--- src/rtl/jstk_spi_responder_pkg.sv ---
// ------------------------------------------------------------------
// jstk_pkg : shared constants, types and byte map for jstk_spi_responder
// Rev 1.0
// ------------------------------------------------------------------
`default_nettype none

package jstk_pkg;

  localparam logic [5:0] JSTK_CMD_PREFIX  = 6'b100000;
  localparam int         JSTK_FRAME_BYTES = 5;

  typedef enum logic [1:0] {
    ST_WAIT_IDLE = 2'd0,
    ST_IDLE      = 2'd1,
    ST_SHIFT     = 2'd2,
    ST_END       = 2'd3
  } jstk_state_e;

  localparam logic [3:0] BYTE_X_LO = 4'd0;
  localparam logic [3:0] BYTE_X_HI = 4'd1;
  localparam logic [3:0] BYTE_Y_LO = 4'd2;
  localparam logic [3:0] BYTE_Y_HI = 4'd3;
  localparam logic [3:0] BYTE_BTN  = 4'd4;

  typedef struct packed {
    logic [9:0] x;
    logic [9:0] y;
    logic [2:0] btn;
  } jstk_frame_t;

  // Indices at or past nbytes read as zero so long frames pad cleanly.
  function automatic logic [7:0] jstk_frame_byte(input jstk_frame_t f,
                                                 input logic [3:0] idx,
                                                 input logic [3:0] nbytes);
    logic [7:0] b;
    b = 8'h00;
    if (idx < nbytes) begin
      case (idx)
        BYTE_X_LO: b = f.x[7:0];
        BYTE_X_HI: b = {6'b0, f.x[9:8]};
        BYTE_Y_LO: b = f.y[7:0];
        BYTE_Y_HI: b = {6'b0, f.y[9:8]};
        BYTE_BTN:  b = {5'b0, f.btn};
        default:   b = 8'h00;
      endcase
    end
    return b;
  endfunction

endpackage

`default_nettype wire

--- src/rtl/jstk_spi_responder_if.sv ---
// ------------------------------------------------------------------
// jstk_spi_responder_if : SPI pin bundle between master and responder
// Rev 1.0
// ------------------------------------------------------------------
`default_nettype none

interface jstk_spi_responder_if;
  logic SCLK;
  logic SS;
  logic MOSI;
  logic MISO;
  logic MISO_OE;

  modport master (output SCLK, output SS, output MOSI, input MISO, input MISO_OE);
  modport slave  (input SCLK, input SS, input MOSI, output MISO, output MISO_OE);
endinterface

`default_nettype wire

--- src/rtl/jstk_spi_responder_sync_edge.sv ---
// ------------------------------------------------------------------
// sync_edge : multi-stage synchronizer with rise/fall event pulses
// Rev 1.0
// ------------------------------------------------------------------
`default_nettype none

module sync_edge #(
  parameter int SYNC_STAGES = 2
) (
  input  logic CLK,
  input  logic RESET,
  input  logic d_i,
  output logic q_o,
  output logic rise_o,
  output logic fall_o
);

  logic [SYNC_STAGES-1:0] sync_q;
  logic                   hist_q;

  // Chain resets low so a select held low through reset never looks idle.
  always_ff @(posedge CLK) begin
    if (RESET) begin
      sync_q <= '0;
      hist_q <= 1'b0;
    end else begin
      sync_q <= {sync_q[SYNC_STAGES-2:0], d_i};
      hist_q <= sync_q[SYNC_STAGES-1];
    end
  end

  assign q_o    = sync_q[SYNC_STAGES-1];
  assign rise_o = sync_q[SYNC_STAGES-1] & ~hist_q;
  assign fall_o = ~sync_q[SYNC_STAGES-1] & hist_q;

endmodule

`default_nettype wire

--- src/rtl/jstk_spi_responder.sv ---
// ------------------------------------------------------------------
// jstk_spi_responder : PmodJSTK-compatible SPI mode-0 slave emulator
// Rev 1.0
// ------------------------------------------------------------------
`default_nettype none

module jstk_spi_responder
  import jstk_pkg::*;
#(
  parameter int FRAME_BYTES = JSTK_FRAME_BYTES,
  parameter int SYNC_STAGES = 2
) (
  input  logic                 CLK,
  input  logic                 RESET,
  jstk_spi_responder_if.slave  spi,
  input  logic [9:0]           X,
  input  logic [9:0]           Y,
  input  logic [2:0]           BTN,
  output logic [1:0]           LEDS,
  output logic                 FRAME_DONE,
  output logic [2:0]           BYTE_COUNT
);

  localparam logic [3:0] C_NBYTES = 4'(FRAME_BYTES);

  logic sclk_sync, sclk_rise, sclk_fall;
  logic ss_sync, ss_rise, ss_fall;
  logic mosi_sync, mosi_rise, mosi_fall;

  sync_edge #(.SYNC_STAGES(SYNC_STAGES)) u_sync_sclk (
    .CLK(CLK), .RESET(RESET), .d_i(spi.SCLK),
    .q_o(sclk_sync), .rise_o(sclk_rise), .fall_o(sclk_fall)
  );
  sync_edge #(.SYNC_STAGES(SYNC_STAGES)) u_sync_ss (
    .CLK(CLK), .RESET(RESET), .d_i(spi.SS),
    .q_o(ss_sync), .rise_o(ss_rise), .fall_o(ss_fall)
  );
  sync_edge #(.SYNC_STAGES(SYNC_STAGES)) u_sync_mosi (
    .CLK(CLK), .RESET(RESET), .d_i(spi.MOSI),
    .q_o(mosi_sync), .rise_o(mosi_rise), .fall_o(mosi_fall)
  );

  jstk_state_e state_q, state_d;
  jstk_frame_t frame_q, frame_d, pin_frame;
  logic [7:0]  tx_sr_q, tx_sr_d;
  logic [7:0]  rx_sr_q, rx_sr_d;
  logic [3:0]  bit_cnt_q, bit_cnt_d;
  logic [2:0]  byte_cnt_q, byte_cnt_d;
  logic [7:0]  cmd_q, cmd_d;
  logic [1:0]  leds_q, leds_d;
  logic        miso_q, miso_d;
  logic        miso_oe_q, miso_oe_d;
  logic        frame_done_q, frame_done_d;
  logic [2:0]  byte_count_q, byte_count_d;

  logic [2:0]  byte_cnt_inc;
  logic        last_full;
  logic [2:0]  final_cnt;
  logic [7:0]  final_cmd;

  assign pin_frame    = {X, Y, BTN};
  assign byte_cnt_inc = (byte_cnt_q == 3'd7) ? 3'd7 : byte_cnt_q + 3'd1;
  // A byte whose 8th bit landed just before SS rose still counts.
  assign last_full    = (bit_cnt_q == 4'd8);
  assign final_cnt    = last_full ? byte_cnt_inc : byte_cnt_q;
  assign final_cmd    = (last_full && byte_cnt_q == 3'd0) ? rx_sr_q : cmd_q;

  always_ff @(posedge CLK) begin
    if (RESET) begin
      state_q      <= ST_WAIT_IDLE;
      frame_q      <= '0;
      tx_sr_q      <= '0;
      rx_sr_q      <= '0;
      bit_cnt_q    <= '0;
      byte_cnt_q   <= '0;
      cmd_q        <= '0;
      leds_q       <= '0;
      miso_q       <= 1'b0;
      miso_oe_q    <= 1'b0;
      frame_done_q <= 1'b0;
      byte_count_q <= '0;
    end else begin
      state_q      <= state_d;
      frame_q      <= frame_d;
      tx_sr_q      <= tx_sr_d;
      rx_sr_q      <= rx_sr_d;
      bit_cnt_q    <= bit_cnt_d;
      byte_cnt_q   <= byte_cnt_d;
      cmd_q        <= cmd_d;
      leds_q       <= leds_d;
      miso_q       <= miso_d;
      miso_oe_q    <= miso_oe_d;
      frame_done_q <= frame_done_d;
      byte_count_q <= byte_count_d;
    end
  end

  always_comb begin
    state_d      = state_q;
    frame_d      = frame_q;
    tx_sr_d      = tx_sr_q;
    rx_sr_d      = rx_sr_q;
    bit_cnt_d    = bit_cnt_q;
    byte_cnt_d   = byte_cnt_q;
    cmd_d        = cmd_q;
    leds_d       = leds_q;
    miso_d       = miso_q;
    miso_oe_d    = miso_oe_q;
    frame_done_d = 1'b0;
    byte_count_d = byte_count_q;

    unique case (state_q)
      ST_WAIT_IDLE: begin
        if (ss_sync) state_d = ST_IDLE;
      end
      ST_IDLE: begin
        if (ss_fall) begin
          frame_d    = pin_frame;
          tx_sr_d    = jstk_frame_byte(pin_frame, BYTE_X_LO, C_NBYTES);
          miso_d     = tx_sr_d[7];
          bit_cnt_d  = '0;
          byte_cnt_d = '0;
          rx_sr_d    = '0;
          miso_oe_d  = 1'b1;
          state_d    = ST_SHIFT;
        end
      end
      ST_SHIFT: begin
        if (ss_rise) begin
          state_d = ST_END;
        end else if (sclk_rise) begin
          rx_sr_d   = {rx_sr_q[6:0], mosi_sync};
          bit_cnt_d = bit_cnt_q + 4'd1;
        end else if (sclk_fall) begin
          if (last_full) begin
            // Index one past the completed count; unsaturated so bytes 8+ pad.
            tx_sr_d    = jstk_frame_byte(frame_q, {1'b0, byte_cnt_q} + 4'd1, C_NBYTES);
            bit_cnt_d  = '0;
            byte_cnt_d = byte_cnt_inc;
            if (byte_cnt_q == 3'd0) cmd_d = rx_sr_q;
          end else begin
            tx_sr_d = {tx_sr_q[6:0], 1'b0};
          end
          miso_d = tx_sr_d[7];
        end
      end
      ST_END: begin
        cmd_d = final_cmd;
        if (final_cnt != 3'd0 && final_cmd[7:2] == JSTK_CMD_PREFIX)
          leds_d = final_cmd[1:0];
        byte_count_d = final_cnt;
        frame_done_d = 1'b1;
        miso_oe_d    = 1'b0;
        miso_d       = 1'b0;
        tx_sr_d      = '0;
        bit_cnt_d    = '0;
        state_d      = ST_IDLE;
      end
      default: state_d = ST_WAIT_IDLE;
    endcase
  end

  assign spi.MISO    = miso_q;
  assign spi.MISO_OE = miso_oe_q;
  assign LEDS        = leds_q;
  assign FRAME_DONE  = frame_done_q;
  assign BYTE_COUNT  = byte_count_q;

endmodule

`default_nettype wire

--- src/flat_wrapper.sv ---
// flat-port wrapper written by rule: the top's interface ports become plain ports
module jstk_spi_responder_flat import jstk_pkg::*;
#(
  parameter int FRAME_BYTES = JSTK_FRAME_BYTES,
  parameter int SYNC_STAGES = 2
)
  (CLK, RESET, X, Y, BTN, LEDS, FRAME_DONE, BYTE_COUNT, spi_SCLK, spi_SS, spi_MOSI, spi_MISO, spi_MISO_OE);
  jstk_spi_responder_if spi_i ();
  input  logic CLK;
  input  logic RESET;
  input  logic [9:0] X;
  input  logic [9:0] Y;
  input  logic [2:0] BTN;
  output logic [1:0] LEDS;
  output logic FRAME_DONE;
  output logic [2:0] BYTE_COUNT;
  input wire logic [$bits(spi_i.SCLK)-1:0] spi_SCLK;
  input wire logic [$bits(spi_i.SS)-1:0] spi_SS;
  input wire logic [$bits(spi_i.MOSI)-1:0] spi_MOSI;
  output wire logic [$bits(spi_i.MISO)-1:0] spi_MISO;
  output wire logic [$bits(spi_i.MISO_OE)-1:0] spi_MISO_OE;
  assign spi_i.SCLK = spi_SCLK;
  assign spi_i.SS = spi_SS;
  assign spi_i.MOSI = spi_MOSI;
  assign spi_MISO = spi_i.MISO;
  assign spi_MISO_OE = spi_i.MISO_OE;
  jstk_spi_responder #(.FRAME_BYTES(FRAME_BYTES), .SYNC_STAGES(SYNC_STAGES)) u_core (.CLK(CLK), .RESET(RESET), .spi(spi_i), .X(X), .Y(Y), .BTN(BTN), .LEDS(LEDS), .FRAME_DONE(FRAME_DONE), .BYTE_COUNT(BYTE_COUNT));
endmodule
--- config.mk ---
export PLATFORM = sky130hd
export DESIGN_NAME = jstk_spi_responder_flat
export DESIGN_NICKNAME = d
export VERILOG_FILES = /design/src/rtl/jstk_spi_responder_pkg.sv /design/src/rtl/jstk_spi_responder_if.sv /design/src/rtl/jstk_spi_responder_sync_edge.sv /design/src/rtl/jstk_spi_responder.sv /design/src/flat_wrapper.sv
export SDC_FILE = /design/constraint.sdc
export NUM_CORES = 1
export LEC_CHECK = 0
export CELL_PAD_IN_SITES_DETAIL_PLACEMENT = 1
export CELL_PAD_IN_SITES_GLOBAL_PLACEMENT = 1
export CORE_MARGIN = 2
export CORE_UTILIZATION = 42
export DETAILED_ROUTE_END_ITERATION = 6
export GPL_TIMING_DRIVEN = 0
export PLACE_DENSITY = 0.91
export REMOVE_ABC_BUFFERS = 1
export SETUP_SLACK_MARGIN = 0.02
export SLEW_MARGIN = 10
export SYNTH_ARGS = -nofsm -noshare
export SYNTH_HDL_FRONTEND = slang
export SYNTH_SLANG_ARGS = --single-unit
--- constraint.sdc ---
create_clock -name CLK -period 2.85 [get_ports CLK]
set_clock_uncertainty 0.1 [all_clocks]
set_input_delay 0.285 -clock CLK [delete_from_list [all_inputs] [get_ports CLK]]
set_output_delay 0.285 -clock CLK [all_outputs]
set_load 0.01 [all_outputs]
Word level (Yosys, flattened, before mapping)
Cells that the tools add are included.

word-level totals
  input port bits = 28
  register bits = 71
  logic and storage cells = 115
  output and inout port bits = 8

cells by class
  $add $sub $neg = 3
  reductions and logical operators = 19
  $lt $le $gt $ge = 1
  eq/ne operators = 21
  bitwise logic cells = 8
  mux-type cells = 44

operators by type and width
  cell                 count
  $mux 8               11
  $pmux 8 s5           1
  $pmux 8 s2           2
  $mux 7               4
  $pmux 7 s3           1
  $mux 4               5
  $mux 3               6
  $reduce_and 5->1     3
  $ne 2x1->1 const B   6
  $pmux 4 s3           1
  $eq 4x2->1 const B   2
  $pmux 2 s4           1
  $eq 6x6->1 const B   1
  $mux 1               6
  $mux 2               3
  $ne 2x2->1 const B   3
  $ne 3x1->1 const B   2
  $pmux 3 s2           1
  $reduce_and 2->1     3
  $reduce_and 6->1     1
  $reduce_bool 2->1    3
  $reduce_bool 3->1    2
  $add 3x1->4 const B  1
  $add 4x1->4 const B  1
  other kinds (18)     26

Longest topological paths before layout
Gate-level depths: netlist (run 1).

  depth after elaboration = 9
  mapped depth = 9
  mapped depth without buffers = 8

Cells and area by module
Synthesis (run 1) repeated with hierarchy kept, for this count alone.

second synthesis, totals
  cells, all modules = 382
  area total of the unflattened synthesis = 3271.9 µm²

by module, submodules not included
  module              instances  area an instance (µm²)  seq. area each (µm²)  cells an instance
  jstk_spi_responder  1          2997.9                  1261.2                358
  sync_edge           3          91.3                    60.1                  8

Worst setup path after synthesis (run 1)
OpenSTA, ideal clock, no wires.

  path type = register -> register
  from = reg u_core.byte_cnt_q[0]
  to = reg u_core.tx_sr_q[1]
  clock period less this slack = 2.162 ns
  setup time = 0.146 ns
  required time = 2.604 ns
  stages on the path, launching flop included = 9
  slack = 0.688 ns
  data arrival time = 1.916 ns
  buffers on the path = 1
  cells stage by stage = dfxtp_1 -> ha_1 -> inv_1 -> ha_1 -> clkbuf_1 -> mux2i_1 -> o22ai_1 -> a222oi_1 -> a311oi_1

on the way
  longest elaborated chain between the ends = 9
  elaborated cells on any way between the ends = 14
  classes of those cells = add/sub (1); order compare (1); eq/ne (4); mux (7); reduce/logical (1)

RTL lines
  element                             RTL line                      text
  start, declared                     jstk_spi_responder.sv:48      logic [2:0] byte_cnt_q, byte_cnt_d;
  start signal, assigned              jstk_spi_responder.sv:88      byte_cnt_q <= byte_cnt_d;
  $add 3x1->4 *                       jstk_spi_responder.sv:137     tx_sr_d = jstk_frame_byte(frame_q, {1'b0, byte_cnt_q} + 4'd1, C_NBYTES);
  $eq 4x3->1 (tied with other cells)  jstk_spi_responder_pkg.sv:38  case (idx)
  $pmux 8 s5                          jstk_spi_responder_pkg.sv:38
  $mux 8 *                            jstk_spi_responder_pkg.sv:37  if (idx < nbytes) begin
  $mux 8 *                            jstk_spi_responder.sv:135     if (last_full) begin
  $mux 7 *                            jstk_spi_responder.sv:134     end else if (sclk_fall) begin
  $mux 7 *                            jstk_spi_responder.sv:131     end else if (sclk_rise) begin
  $mux 7 *                            jstk_spi_responder.sv:129     if (ss_rise) begin
  $pmux 7 s3 *                        jstk_spi_responder.sv:112     unique case (state_q)
  end signal, assigned                jstk_spi_responder.sv:85      tx_sr_q <= tx_sr_d;
  end, declared                       jstk_spi_responder.sv:45      logic [7:0] tx_sr_q, tx_sr_d;

Every way passes the cells marked *; elsewhere a longest branch is shown, timed or not. The select of a mux whose other input is x is not followed.
A chain may end at the register's enable or synchronous reset.

Worst setup path after layout (run 1)
  from = reg u_core.state_q[1]
  to = reg u_core.tx_sr_q[5]

on the way
  longest elaborated chain between the ends = 3
  elaborated cells on any way between the ends = 10
  classes of those cells = eq/ne (7); mux (1); reduce/logical (2)

RTL lines
  element                                              RTL line                   text
  start, declared                                      jstk_spi_responder.sv:43   jstk_state_e state_q, state_d;
  start signal, assigned                               jstk_spi_responder.sv:83   state_q <= state_d;
  $eq 2x2->1 or $eq 2x1->1 (tied branches)             jstk_spi_responder.sv:112
  $ne 2x2->1 (no source line) (tied with other cells)  n/a
  $reduce_and 5->1 (no source line)                    n/a

Parallel ways exist; a longest one is shown, timed or not.

==> results of run 1 <==
[cells in the mapped netlist, types with 5 or more instances]
library cell / count / area share (%)
clkbuf_1: 20 / 2.3
nand3_1: 11 / 1.7
nor2_1: 21 / 2.4
or3_1: 11 / 2.1
nor3_1: 5 / 0.76
dfxtp_1: 71 / 43
nand2_1: 66 / 7.5
a21oi_1: 45 / 6.8
inv_1: 13 / 1.5
a211oi_1: 10 / 2.3
a22o_1: 5 / 1.3
nor2b_1: 13 / 2.5
mux2i_1: 23 / 7.0
ha_1: 13 / 4.9
a22oi_1: 6 / 1.4
[critical path, stage by stage, from the launching register on]
cell      delay [ns]
dfxtp_1         0.37
inv_1           0.13
ha_1            0.42
nor3_1          0.15
a221oi_4        0.40
nand2_2         0.28
nor2_1          0.52
a211oi_1        0.17
[flip-flops by register name, summed over array words and instances, names as in the netlist, 2 cells and up]
register	count
u_core.tx_sr_q	7
u_core.byte_cnt_q	3
u_core.u_sync_ss.sync_q	2
u_core.state_q	2
u_core.bit_cnt_q	4
u_core.u_sync_mosi.sync_q	2
u_core.rx_sr_q	8
u_core.frame_q	23
u_core.BYTE_COUNT	3
u_core.u_sync_sclk.sync_q	2
u_core.LEDS	2
u_core.cmd_q	8
[routing by layer]
layer	routed length, um	vias to the layer above	share of wire [%]
met1	3790	1380	45
met2	4300	40	51
met5	0	-	0
li1	-	1389	-
met4	176	0	2.1
met3	173	12	2.1
[cells by family (layout without fill, tap and decap cells)]
kind of cell / Yosys count / after routing / share of synthesized area, %
buffers and inverters: 38 / 65 / 4.46
flip-flops: 71 / 71 / 43.0
adder cells (fa/ha/maj): 13 / 13 / 4.92
AND/OR/NAND/NOR: 151 / 151 / 22.3
AO/OA/AOI/OAI: 89 / 89 / 18.0
multiplexers: 24 / 24 / 7.30
[cell type report]
type,count,area (um2)
Inverter,13,48.8
Clock buffer,12,135
Clock inverter,4,70.1
Timing Repair Buffer,36,365
Fill cell,930,3770
Multi-Input combinational cell,277,1750
Sequential cell,71,1420
Tap cell,102,128
[final timing paths]
check,slack [ns],end,cells past startpoint
worst min register to register,0.34,u_core.u_sync_ss.sync_q[1],1
worst min-delay path,0.34,u_core.u_sync_mosi.sync_q[0],2
worst max-delay path,0.17,u_core.tx_sr_q[5],7
worst max register to register,0.17,u_core.tx_sr_q[5],7
[power by group through the flow]
stage	Clock, uW	Combinational (uW)	Sequential [uW]
after floorplan	0	362	1120
after global placement	0	504	1120
after detailed placement	0	538	1130
after CTS	877	545	1100
after global routing	927	613	1120
final	859	555	1110
[metrics by stage]
stage	hold WS [ns]	area (um2)	total power [uW]	instances	setup WS, ns
after CTS	0.345	3910	2530	515	0.0361
after detailed placement	0.329	3700	1670	499	-0.278
after global placement	0.321	3690	1620	498	-0.178
after global routing	0.365	3920	2660	515	0.0274
after floorplan	0.252	3210	1480	361	0.513
final	0.340	3920	2520	515	0.166
==> results.md, run 1 <==
- Outcome: completed
- Final global-route overflow total: 0
- Post_cts resized: 1
- Gate Count Post-Synth: between 300 and 400
- Die height: 92.7 um
- Worst-Skew Late Latency: 0.36 ns
- Core ar.: between 7000 and 8000 um2
- CP Max Fanout: 11
- Diodes inserted: 0
- Max Slew Vio Count: 0
- Sequential share of power: 43.9%
- Worst endpoint required time: between 2 and 3 ns
- Antenna-violating nets left: 0
- Logic pwr share: 22.0%
- Vias: roughly 2800
- Most frequent cells in the layout: 71 x dfxtp_1, 66 x nand2_1, 45 x a21oi_1
- Met3 Usage GRT: 3.17%
- Achievable Freq: 373 MHz
- Startpoint types: register
- Post-synth EDFFs: 0
- Peak supply drop: 0.239 mV
- Fin crit period: 2.68 ns
- Hold violation count in the final report: 0
- Post-layout util: 51.0%
- Commonest non-fill, non-tap cell in the layout: dfxtp_1
- YS warnings: 0
- Clock transition at the registers of the reported paths: approximately 0.080 ns
- Most Crowded Layer GR: met2
- Die span in x: 92.7 um
- Post-Route Setup TNS: 0 ns
- First-pass GRT wire length: 14100 um
- Crit end category: register
- Switching fraction of total power: 29.5%
- Clock share of power: 34.1%
- Nets: 449
- Hold Crit Class: input port to register
- Gp weighted congestion: 0.782
- Htree depth: 3
- Register bit total from synthesis: 71
- Initial antenna violation count: 0
- Psw: around 740 uW
- Synthesized area: 3310 um2
- Clock Sinks: between 70 and 80
- Row Count: 32
- Initial core utilization: a little over two fifths
- Worst path arrival time: 2.80 ns
- Asr flop ratio synth: 0%
- Post-CTS Setup Bufs: 0
- DRT Pass-1 Iters: 4
- Met2 Usage GRT: 35.3%
- Layout cells sized above 1: 6.05%
- # IOs: 36
- Detailed Place HPWL: between 5000 and 6000 um
- Routed vias/inst: 5.48
- CTS Buf Count: 9
- Rel. slew slack: 40.5%
- Root buffer cell: clkbuf_8
- Post-route DRC violation count: 0
- Avg Synthesized Cell Area: approximately 8.6 um2
- Main flop type after synthesis: dfxtp_1
- Static Leak: approximately 0.0013 uW
- Beginning of the critical path: u_core.state_q[1]
- Unrepaired setup endpoints after global routing: false
- P_int: ~1800 uW
- Largest net degree at the start of global routing: 38
- # port buffers: 35
- Final setup violation count: 0
- Initial drt markers: 166
- CP Class: register to register
- WL/cell: ~16 um
- P per Cell Area: 643 nW/um2
- Gr usage total: 21.0%
- Clock buffer depth: 2
- Sequential fraction of the synthesis area: 43.0%
- Final worst-path cycle share: 94.2%
- Die ar.: between 8000 and 9000 um2
- Area growth syn-to-layout: 18.6%
- Max_cap viols: 0
- CTS Hold Bufs: 0
- Hold path start: RESET
- Final WL: 8440 um
- CTS tree: built
- Vias in the first global route: 2897
- GR Util met1: 26.3%
- Worst Max-Slew Pin Slew: 0.890 ns
- Yosys cell types: 46
- Reg2reg start: u_core.state_q[1]
No activity file was read; power rests on OpenSTA's default activity.
==> run 2: changes to the inputs <==
CAP_MARGIN = 40   (was unset)
CTS_CLUSTER_DIAMETER = 40   (was unset)
SYNTH_HIERARCHICAL = 1   (was unset)
==> run 2 against run 1 <==
Against the previous run: critical path depth unchanged; cell area fell by 1.1%; largest power group unchanged; non-clock buffer count increased by 2; power decreased by 4.8%; first-iteration DRC count is 45% lower; utilization rose by 1.6 points; wire length decreased by 0.44%; register-to-register slack better by 0.09 ns; final cell count shrank 0.97%; setup slack gained 0.086 ns; sequential share of layout area grew 0.41 points; worst hold slack worse by 0.039 ns.
==> results.md, run 2 <==
- Outcome: completed
- Critical Path, Cell by Cell: inv_1, ha_1, nor2_1, a2111oi_4, buf_12, mux2i_1, nor2_1
- Final global-route overflow total: 0
- Achievable Freq: between 300 and 400 MHz
- Crit end category: register
- CTS tree: built
- Area growth syn-to-layout: 19.9%
- Core ar.: 7370 um2
- Root buffer cell: clkbuf_8
- Crit-path max cell delay: 0.63 ns
- Nets: about 450
- Die height: between 90 and 100 um
- # port buffers: 35
- Startpoint types: register
- Post-route cell area: around 3900 um2
- CP Class: register to register
- Vias: 2856
- Dpl ws: between 0.1 and 0.15 ns
- Worst path arrival time: 2.74 ns
- Hold path start: RESET
- WL/cell: 16.5 um
- # IOs: 36
- Unrepaired setup endpoints after global routing: false
- Routed vias/inst: 5.60
- Worst-Skew Late Latency: 0.35 ns
- Final worst-path cycle share: around nine tenths
- R2R depth: 7
- Peak supply drop: 0.306 mV
- Row Count: 31
- DRT Pass-1 Iters: 4
- Die ar.: around 8400 um2
- Top Registers: u_core/frame_q: 23 flops, u_core/cmd_q: 8 flops, u_core/rx_sr_q: 8 flops
- Critical-path top delay cell: ha_1
- Worst R2R Setup Slack: 0.25 ns
- Worst Max-Slew Pin Slew: around 0.9 ns
- CTS Hold Bufs: 0
- Gate Count Post-Synth: around 380
- Antenna-violating nets left: 0
- First-pass GRT wire length: 14200 um
- Commonest non-fill, non-tap cell in the layout: dfxtp_1
- CTS Buf Count: 9
- Final WL: 8400 um
- Initial drt markers: 91
- Reg2reg end: u_core/cmd_q[1]
- Hold Path Stages: 2
- YS warnings: 6
- Max_cap viols: 0
- Largest net degree at the start of global routing: slightly below 50
- Most frequent cells in the layout: 71 x dfxtp_1, 61 x nand2_1, 40 x a21oi_1
- Final setup violation count: 0
- Area after DPL: 3650 um2
- Max Slew Vio Count: 0
- Post-route DRC violation count: 0
- Hold Crit Class: input port to register
- Fillers: 876
- P per Cell Area: 620 nW/um2
- Diodes inserted: 0
- Largest register by flop count: u_core/frame_q
- Bufs and invs on worst path: 2
- Min Hold Slack: 0.301 ns
- Detailed Place HPWL: 5430 um
- Gp weighted congestion: approximately 0.8
- Clock Sinks: 71
- Clock buffer depth: 2
- Static Leak: 0.00136 uW
- Htree depth: 3
- Die span in x: 91.7 um
- Avg Synthesized Cell Area: 8.55 um2
- Vias in the first global route: slightly below 3000
- Total power: 2400 uW
- Fin crit period: 2.60 ns
- Most common cell on crit path: nor2_1
- Hold violation count in the final report: 0
- CP Max Fanout: 18
- Layout cells sized above 1: under 10%
- Initial core utilization: 43.9%
- CP delay by family, top: adder cells
- Gr usage total: 21.0%
- Synthesized area: between 3000 and 4000 um2
- Reg2reg start: u_core/state_q[0]
- Rel. slew slack: between 30% and 40%
- Initial antenna violation count: 0
- Max FFs per register: 23
- Final WS setup: 0.252 ns
- Worst endpoint required time: around 3 ns
- Clock transition at the registers of the reported paths: around 0.080 ns
- Worst Hold End: u_core/u_sync_ss/sync_q[0]
## run 2: cell type report
class	count	area (um2)	area share (%)
clock buffers	11	151	3.90
clock inverters	5	56.3	1.45
inverters	12	45.0	1.16
multi-input cells	274	1690	43.5
flip-flops and latches	71	1420	36.7
well taps	99	124	3.19
repair buffers	38	393	10.1
## run 2: worst max path at each step
| stage | from | endpoint | slack [ns] | depth (start not counted) |
|---|---|---|---|---|
| finish | u_core/state_q[0] | u_core/cmd_q[1] | 0.25 | 7 |
| global route | u_core/state_q[0] | u_core/cmd_q[3] | 0.13 | 7 |
| CTS | u_core/state_q[0] | u_core/cmd_q[1] | 0.03 | 6 |
| detailed placement | u_core/state_q[0] | u_core/cmd_q[2] | 0.12 | 6 |
| global placement | RESET | u_core/tx_sr_q[6] | -0.55 | 5 |
| floorplan | u_core/state_q[0] | u_core/cmd_q[0] | 0.70 | 6 |
## run 2: what timing repair did
action                     in CTS  in global routing
setup endpoints to repair       0                  8
resized for setup               0                  0
buffers inserted                0                  1
## run 2: stage by stage
step	setup TNS (ns)	utilization, %	cells
floorplan	0	-	357
global placement	-12.00	49.2	491
detailed placement	0	49.5	493
CTS	0	52.3	509
global route	0	52.6	510
finish	0	52.6	510
## run 2: metal layers
metal | wire length [um] | GRT usage [%] | vias up
li1 | - | - | 1382
met1 | 3520 | 24.4 | 1395
met2 | 4390 | 37.9 | 60
met3 | 300 | 3.37 | 19
met4 | 194 | 8.83 | 0
met5 | 0 | 0 | -
## run 2: report_power, final
part | internal, uW | switching (uW)
logic | 191 | 283
registers | 1060 | 42.8
clock network | 450 | 379
total | 1700 | 705
==> run 3: changes to the inputs <==
TNS_END_PERCENT = 10   (was unset)
==> results of run 3 <==
No change in the layout: final DEF, timing and power equal those of run 2.
